--- src/rtl/bru_pkg.sv ---
// Shared constants and FSM state type for the branch resolution unit.
package bru_pkg;

  localparam int CTRL_JAL    = 0;
  localparam int CTRL_BRANCH = 4;
  localparam int CTRL_JALR   = 13;

  localparam int PC_INC = 4;

  typedef enum logic {
    IDLE,
    FLUSH
  } bru_state_t;

endpackage

--- src/rtl/bru_sat_counter.sv ---
// Saturating event counter: counts inc pulses and sticks at all-ones.
module bru_sat_counter #(
  parameter int CNT_W = 32
) (
  input  logic             clk,
  input  logic             reset,
  input  logic             inc,
  output logic [CNT_W-1:0] count
);

  // Holding at all-ones keeps a long run from wrapping back to a small value.
  always_ff @(posedge clk) begin
    if (reset) begin
      count <= '0;
    end else if (inc && (count != '1)) begin
      count <= count + 1'b1;
    end
  end

endmodule

--- src/rtl/branch_resolution_unit.sv ---
// MEM-stage branch resolution: reports actual outcome, redirects fetch and holds a flush on mispredict.
// Optional performance counters are enabled by defining BRU_PERF_CNT_EN.
module branch_resolution_unit
  import bru_pkg::*;
#(
  parameter int SIZE        = 32,
  parameter int FLUSH_DEPTH = 3,
  parameter int CNT_W       = 32
) (
  input  logic             clk,
  input  logic             reset,
  input  logic             stall,
  input  logic             valid_MEM,
  input  logic [13:0]      control_registers_MEM,
  input  logic             cond_true,
  input  logic             prediction,
  input  logic [SIZE-1:0]  pred_target_MEM,
  input  logic [SIZE-1:0]  PC_MEM,
  input  logic [SIZE-1:0]  jump_address,
  output logic             branch_taken,
  output logic             redirect_valid,
  output logic [SIZE-1:0]  redirect_pc,
  output logic             flush,
  output logic [CNT_W-1:0] branch_count,
  output logic [CNT_W-1:0] mispredict_count
);

  localparam logic [3:0]      FLUSH_LAST = 4'(FLUSH_DEPTH - 1);
  localparam logic [SIZE-1:0] PC_STEP    = SIZE'(PC_INC);

  bru_state_t      state;
  bru_state_t      state_next;
  logic [3:0]      cnt;
  logic [3:0]      cnt_next;
  logic            redirect_valid_next;
  logic [SIZE-1:0] redirect_pc_next;
  logic            flush_next;

  logic            is_jal;
  logic            is_jalr;
  logic            is_cond;
  logic            actual;
  logic            live;
  logic            mispredict;
  logic [SIZE-1:0] correct_target;
  logic            unused_ctrl;

  assign is_jal  = control_registers_MEM[CTRL_JAL];
  assign is_jalr = control_registers_MEM[CTRL_JALR];
  assign is_cond = control_registers_MEM[CTRL_BRANCH];
  assign unused_ctrl = ^{control_registers_MEM[12:5], control_registers_MEM[3:1]};

  // Only an unstalled, real instruction outside the flush window may resolve.
  assign actual         = is_jal | is_jalr | (is_cond & cond_true);
  assign live           = valid_MEM & ~stall & (state == IDLE);
  assign branch_taken   = live & actual;
  assign mispredict     = live & (prediction ? (~actual | (pred_target_MEM != jump_address))
                                             : actual);
  assign correct_target = actual ? jump_address : PC_MEM + PC_STEP;

  always_ff @(posedge clk) begin
    if (reset) begin
      state          <= IDLE;
      cnt            <= 4'd0;
      redirect_valid <= 1'b0;
      redirect_pc    <= '0;
      flush          <= 1'b0;
    end else begin
      state          <= state_next;
      cnt            <= cnt_next;
      redirect_valid <= redirect_valid_next;
      redirect_pc    <= redirect_pc_next;
      flush          <= flush_next;
    end
  end

  // cnt counts down the remaining flush cycles after the first one.
  always_comb begin
    state_next          = state;
    cnt_next            = cnt;
    redirect_valid_next = 1'b0;
    redirect_pc_next    = redirect_pc;
    flush_next          = 1'b0;
    case (state)
      IDLE: begin
        if (mispredict) begin
          state_next          = FLUSH;
          cnt_next            = FLUSH_LAST;
          redirect_valid_next = 1'b1;
          redirect_pc_next    = correct_target;
          flush_next          = 1'b1;
        end
      end
      FLUSH: begin
        flush_next = 1'b1;
        if (cnt == 4'd0) begin
          state_next = IDLE;
          flush_next = 1'b0;
        end else begin
          cnt_next = cnt - 4'd1;
        end
      end
      default: state_next = IDLE;
    endcase
  end

`ifdef BRU_PERF_CNT_EN
  logic is_branch;

  assign is_branch = is_jal | is_jalr | is_cond;

  bru_sat_counter #(.CNT_W(CNT_W)) u_branch_cnt (
    .clk   (clk),
    .reset (reset),
    .inc   (live & is_branch),
    .count (branch_count)
  );

  bru_sat_counter #(.CNT_W(CNT_W)) u_mispredict_cnt (
    .clk   (clk),
    .reset (reset),
    .inc   (mispredict),
    .count (mispredict_count)
  );
`else
  assign branch_count     = '0;
  assign mispredict_count = '0;
`endif

endmodule

--- config.mk ---
export PLATFORM = sky130hd
export DESIGN_NAME = branch_resolution_unit
export DESIGN_NICKNAME = d
export VERILOG_FILES = /design/src/rtl/bru_pkg.sv /design/src/rtl/bru_sat_counter.sv /design/src/rtl/branch_resolution_unit.sv
export SDC_FILE = /design/constraint.sdc
export NUM_CORES = 1
export LEC_CHECK = 0
export ABC_AREA = 1
export CAP_MARGIN = 10
export CORE_MARGIN = 2
export CORE_UTILIZATION = 59
export DETAILED_ROUTE_END_ITERATION = 8
export DONT_BUFFER_PORTS = 1
export PLACE_DENSITY = 0.86
export SETUP_SLACK_MARGIN = 0.2
export SYNTH_ARGS = -nofsm -noshare
export SYNTH_HDL_FRONTEND = slang
export SYNTH_SLANG_ARGS = --single-unit
--- constraint.sdc ---
create_clock -name clk -period 1.8 [get_ports clk]
set_clock_uncertainty 0.15 [all_clocks]
set_input_delay 0.36 -clock clk [delete_from_list [all_inputs] [get_ports clk]]
set_output_delay 0.36 -clock clk [all_outputs]
set_load 0.02 [all_outputs]
==> results <==
cell families after synthesis:
logic type	after synthesis
compound gates	52
simple gates	375
buf+inv	156
fa+ha+maj	2
other cells	1
mux	3
xor+xnor	20
flops	38
synth_stat cells (6+ instances only):
library cell,instances
nand2_1,215
nor2_1,95
inv_1,75
buf_4,64
dfxtp_1,38
o21ai_0,31
nand3_1,25
a21oi_1,15
xnor2_1,12
nand4_1,11
clkbuf_1,8
nand3b_1,8
xor2_1,8
nor3_1,6
cell type report:
class | count | area share
multi-input combinational | 517 | 0.610
timing repair buffer | 26 | 0.0657
inverter | 78 | 0.0820
clock inverter | 3 | 0.0101
tap | 75 | 0.0236
clock buffer | 5 | 0.0173
sequential | 38 | 0.191
metal layers:
| layer | part of all wire | up-vias | global-route usage |
|---|---|---|---|
| met5 | 0 | - | 0 |
| met4 | 0.022 | 0 | 0.107 |
| met3 | 0.11 | 24 | 0.0755 |
| met2 | 0.49 | 227 | 0.496 |
| met1 | 0.38 | 1696 | 0.335 |
| li1 | - | 1895 | - |
timing repair:
item / 4_1_cts / 5_1_grt
hold buffers: 1 / 0
setup buffers: 0 / 6
endpoints found under the setup margin: 1 / 31
resized for setup: 1 / 23
hold endpoints to repair: 15 / 0
gates cloned: 0 / 3
pin swaps: 0 / 4
flip-flops by register name, indices dropped and copies added (netlist names):
signal	count
state	1
redirect_valid	1
redirect_pc	32
cnt	4
layout by cell type (no fill, tap or decap), types with 2 or more instances in the layout:
cell type and count:
nand2_1 210, nor2_1 88, inv_1 71, conb_1 64, dfxtp_1 37, nand3_1 25, o21ai_0 24, buf_4 20
a21oi_1 13, xnor2_1 12, nand4_1 11, nor2_2 8, nand3b_1 8, xor2_1 8, a21oi_2 7, o21ai_1 6
nand2_2 5, or2_2 5, clkbuf_8 5, nor3_1 4, nor2_4 3, mux2i_1 3, nand2_4 2, inv_8 2
inv_2 2, nor3_2 2, nand3_4 2, clkinv_2 2, clkbuf_16 2, buf_12 2
through the flow:
stage	hold slack [ps]	util	instances	worst slack (ps)	total power (uW)
3_3_place_gp	281	0.617	724	46.7	1610
4_1_cts	142	0.637	733	207	2330
5_1_grt	147	0.665	742	136	2500
2_1_floorplan	333	-	710	109	1630
6_report	142	0.665	742	224	2390
3_5_place_dp	283	0.617	724	-11.7	1630
power by group:
part	internal [uW]	switching (uW)
Clock	408	303
Sequential	901	105
Combinational	230	443
final timing paths:
kind	endpoint	cells after the start	startpoint	slack (ps)
max	cnt[0]	9	cnt[0]	220
min	redirect_pc[16]	2	jump_address[16]	140
max reg2reg	cnt[0]	9	cnt[0]	220
min reg2reg	cnt[3]	2	cnt[3]	360
==> results.txt <==
The synthesized design contains 0 enable-type register cells. The via-per-instance ratio came out at slightly above 5. The initial antenna violation count came out at 0.

The total number of vias came out at 3842. The complex-gate fraction of the synthesized area is 0.0757. TritonCTS built the clock tree. The synthesized instance count came out at roughly 650. For the finished layout, the period the worst path requires is about 1600 ps. The HPWL after detailed placement is roughly 8400 um. The critical path's most frequent cell is nand2_1. Entering global routing, the biggest net connects 28 pins. The first global-routing pass estimated between 15000 and 20000 um of wire. Max-cap violations in this run came to 0. Across the whole layout, storage elements account for around 760 sq um.

The worst setup path is captured at a flip-flop. The signal on the critical path passes through inv_1 -> ha_1 -> nand2_1 -> o21ai_0 -> buf_4 -> nand2_1 -> nand2_1 -> nand2_1 -> nor2_1. The iteration count of the initial detailed-routing pass came out at 5. The average cell area after synthesis came out at between 5 and 6 sq um. The worst hold path belongs to the class primary input to flip-flop. Row generation in the floorplan step produced 28 rows. The combined buffer and inverter count along the critical path came out at 2.

The synthesized-area fraction occupied by adder cells is 0.00673. The tree is rooted in a clkbuf_8. Once placement finished, the instance area stood at between 3000 and 4000 sq um. The clock-pin slew on the worst setup and hold paths came out at about 80 ps. Of all flip-flops after synthesis, the portion carrying an async set or reset was 0.

The type of the worst setup path is flip-flop to flip-flop. Counting flops and latches in the post-synthesis netlist gives 38. The simple-gate share of the synthesized area is 0.424.

The xor and xnor area share after synthesis came out at 0.0471. The remaining antenna violation count after routing came out at 0. The library cell occupying the most area in the post-synthesis netlist is nand2_1. The die area came out at a little under 7000 sq um.

By area, the combinational part of the netlist is dominated by simple AND/OR/NAND/NOR gates. The quantity of I/O buffers inserted on ports is 0. Once layout is done, the placed cells without fillers occupy 3980 sq um. The CTS sink count is 38. The most used flip-flop cell after synthesis is dfxtp_1. The number of hold violations in the final report is 0.

The area of the multi-input gates came out at approximately 2400 sq um. The horizontal extent of the die came out at between 80 and 90 um. The final-report setup violation count came out at 0. STA classifies the critical path startpoint as a flip-flop. The area inside the core boundary came out at 5990 sq um. Relative to the synthesized area, the layout overhead comes to 7.07%. 215 I/O pins were placed. In this run the power density over the cells is roughly 600 nW/um^2. For the pin with the worst max-slew slack, the measured transition is around 630 ps. The fill cell total of the finished layout came out at 546. The chip height came out at about 83 um. Routability-driven placement finished with a final weighted congestion of 0.992. The area of the mapped netlist came out at 3720 sq um.

The initial detailed-routing violation count is between 200 and 300. In the post-synthesis netlist, the biggest area contributors are nand2_1 (22%), dfxtp_1 (20%), buf_4 (13%). The worst endpoint required time came out at roughly 1900 ps. The initial utilization of the core area, before any placement, comes to 0.621. The maximum buffer depth of the clock tree came out at 2. The number of max-slew violations in the final report is 0. The global router's overall resource usage came out at 0.286. After detailed routing, the average wire length per cell comes to 14.4 um. Among cell families on the critical path, the largest total delay comes from simple AND/OR/NAND/NOR gates.

The via count of the first global-routing pass came out at ~3.6k. The H-tree depth came out at 2. The residual overflow from global routing came out at 0. Dividing the final minimum period by the clock period gives 0.876.

The CTS buffer count is 5. The slowest stage of the critical path belongs to the cell dfxtp_2. The sequential-to-total area share from yosys stat is 0.205. The leakage power summed over all cells is a little over 0.002 uW. After synthesis, the netlist uses 31 different library cells. The share of synthesized area in the top cell type comes to 0.217. The count of warnings emitted by yosys came out at 0. The share of final-layout standard cells stronger than drive strength 1 came out at 0.118.

At the later pin of the worst-skew pair, clock insertion delay measures a little under 300 ps. After detailed routing, the number of remaining DRC violations is 0. The portion of synthesized area spent on multiplexers is 0.00808. The largest voltage drop on the vdd net is about 0.00090 V. Setup repair after global routing could not meet its margin everywhere. The normalized max-slew margin is 0.579. The antenna diode count is 0. The final routed wirelength across all metal layers came out at about 11000 um.

The highest clock rate is roughly 630 MHz. The highest cell delay on the worst timing path is 350 ps. Along the worst path, the maximum fanout reaches 5.

The sum of negative setup slack came out at 0 ps. The final-stage net count is between 700 and 800. The arrival time reported for the critical path endpoint is approximately 1700 ps. The run finished with clean final reports.
No activity file was read; power rests on OpenSTA's default activity.
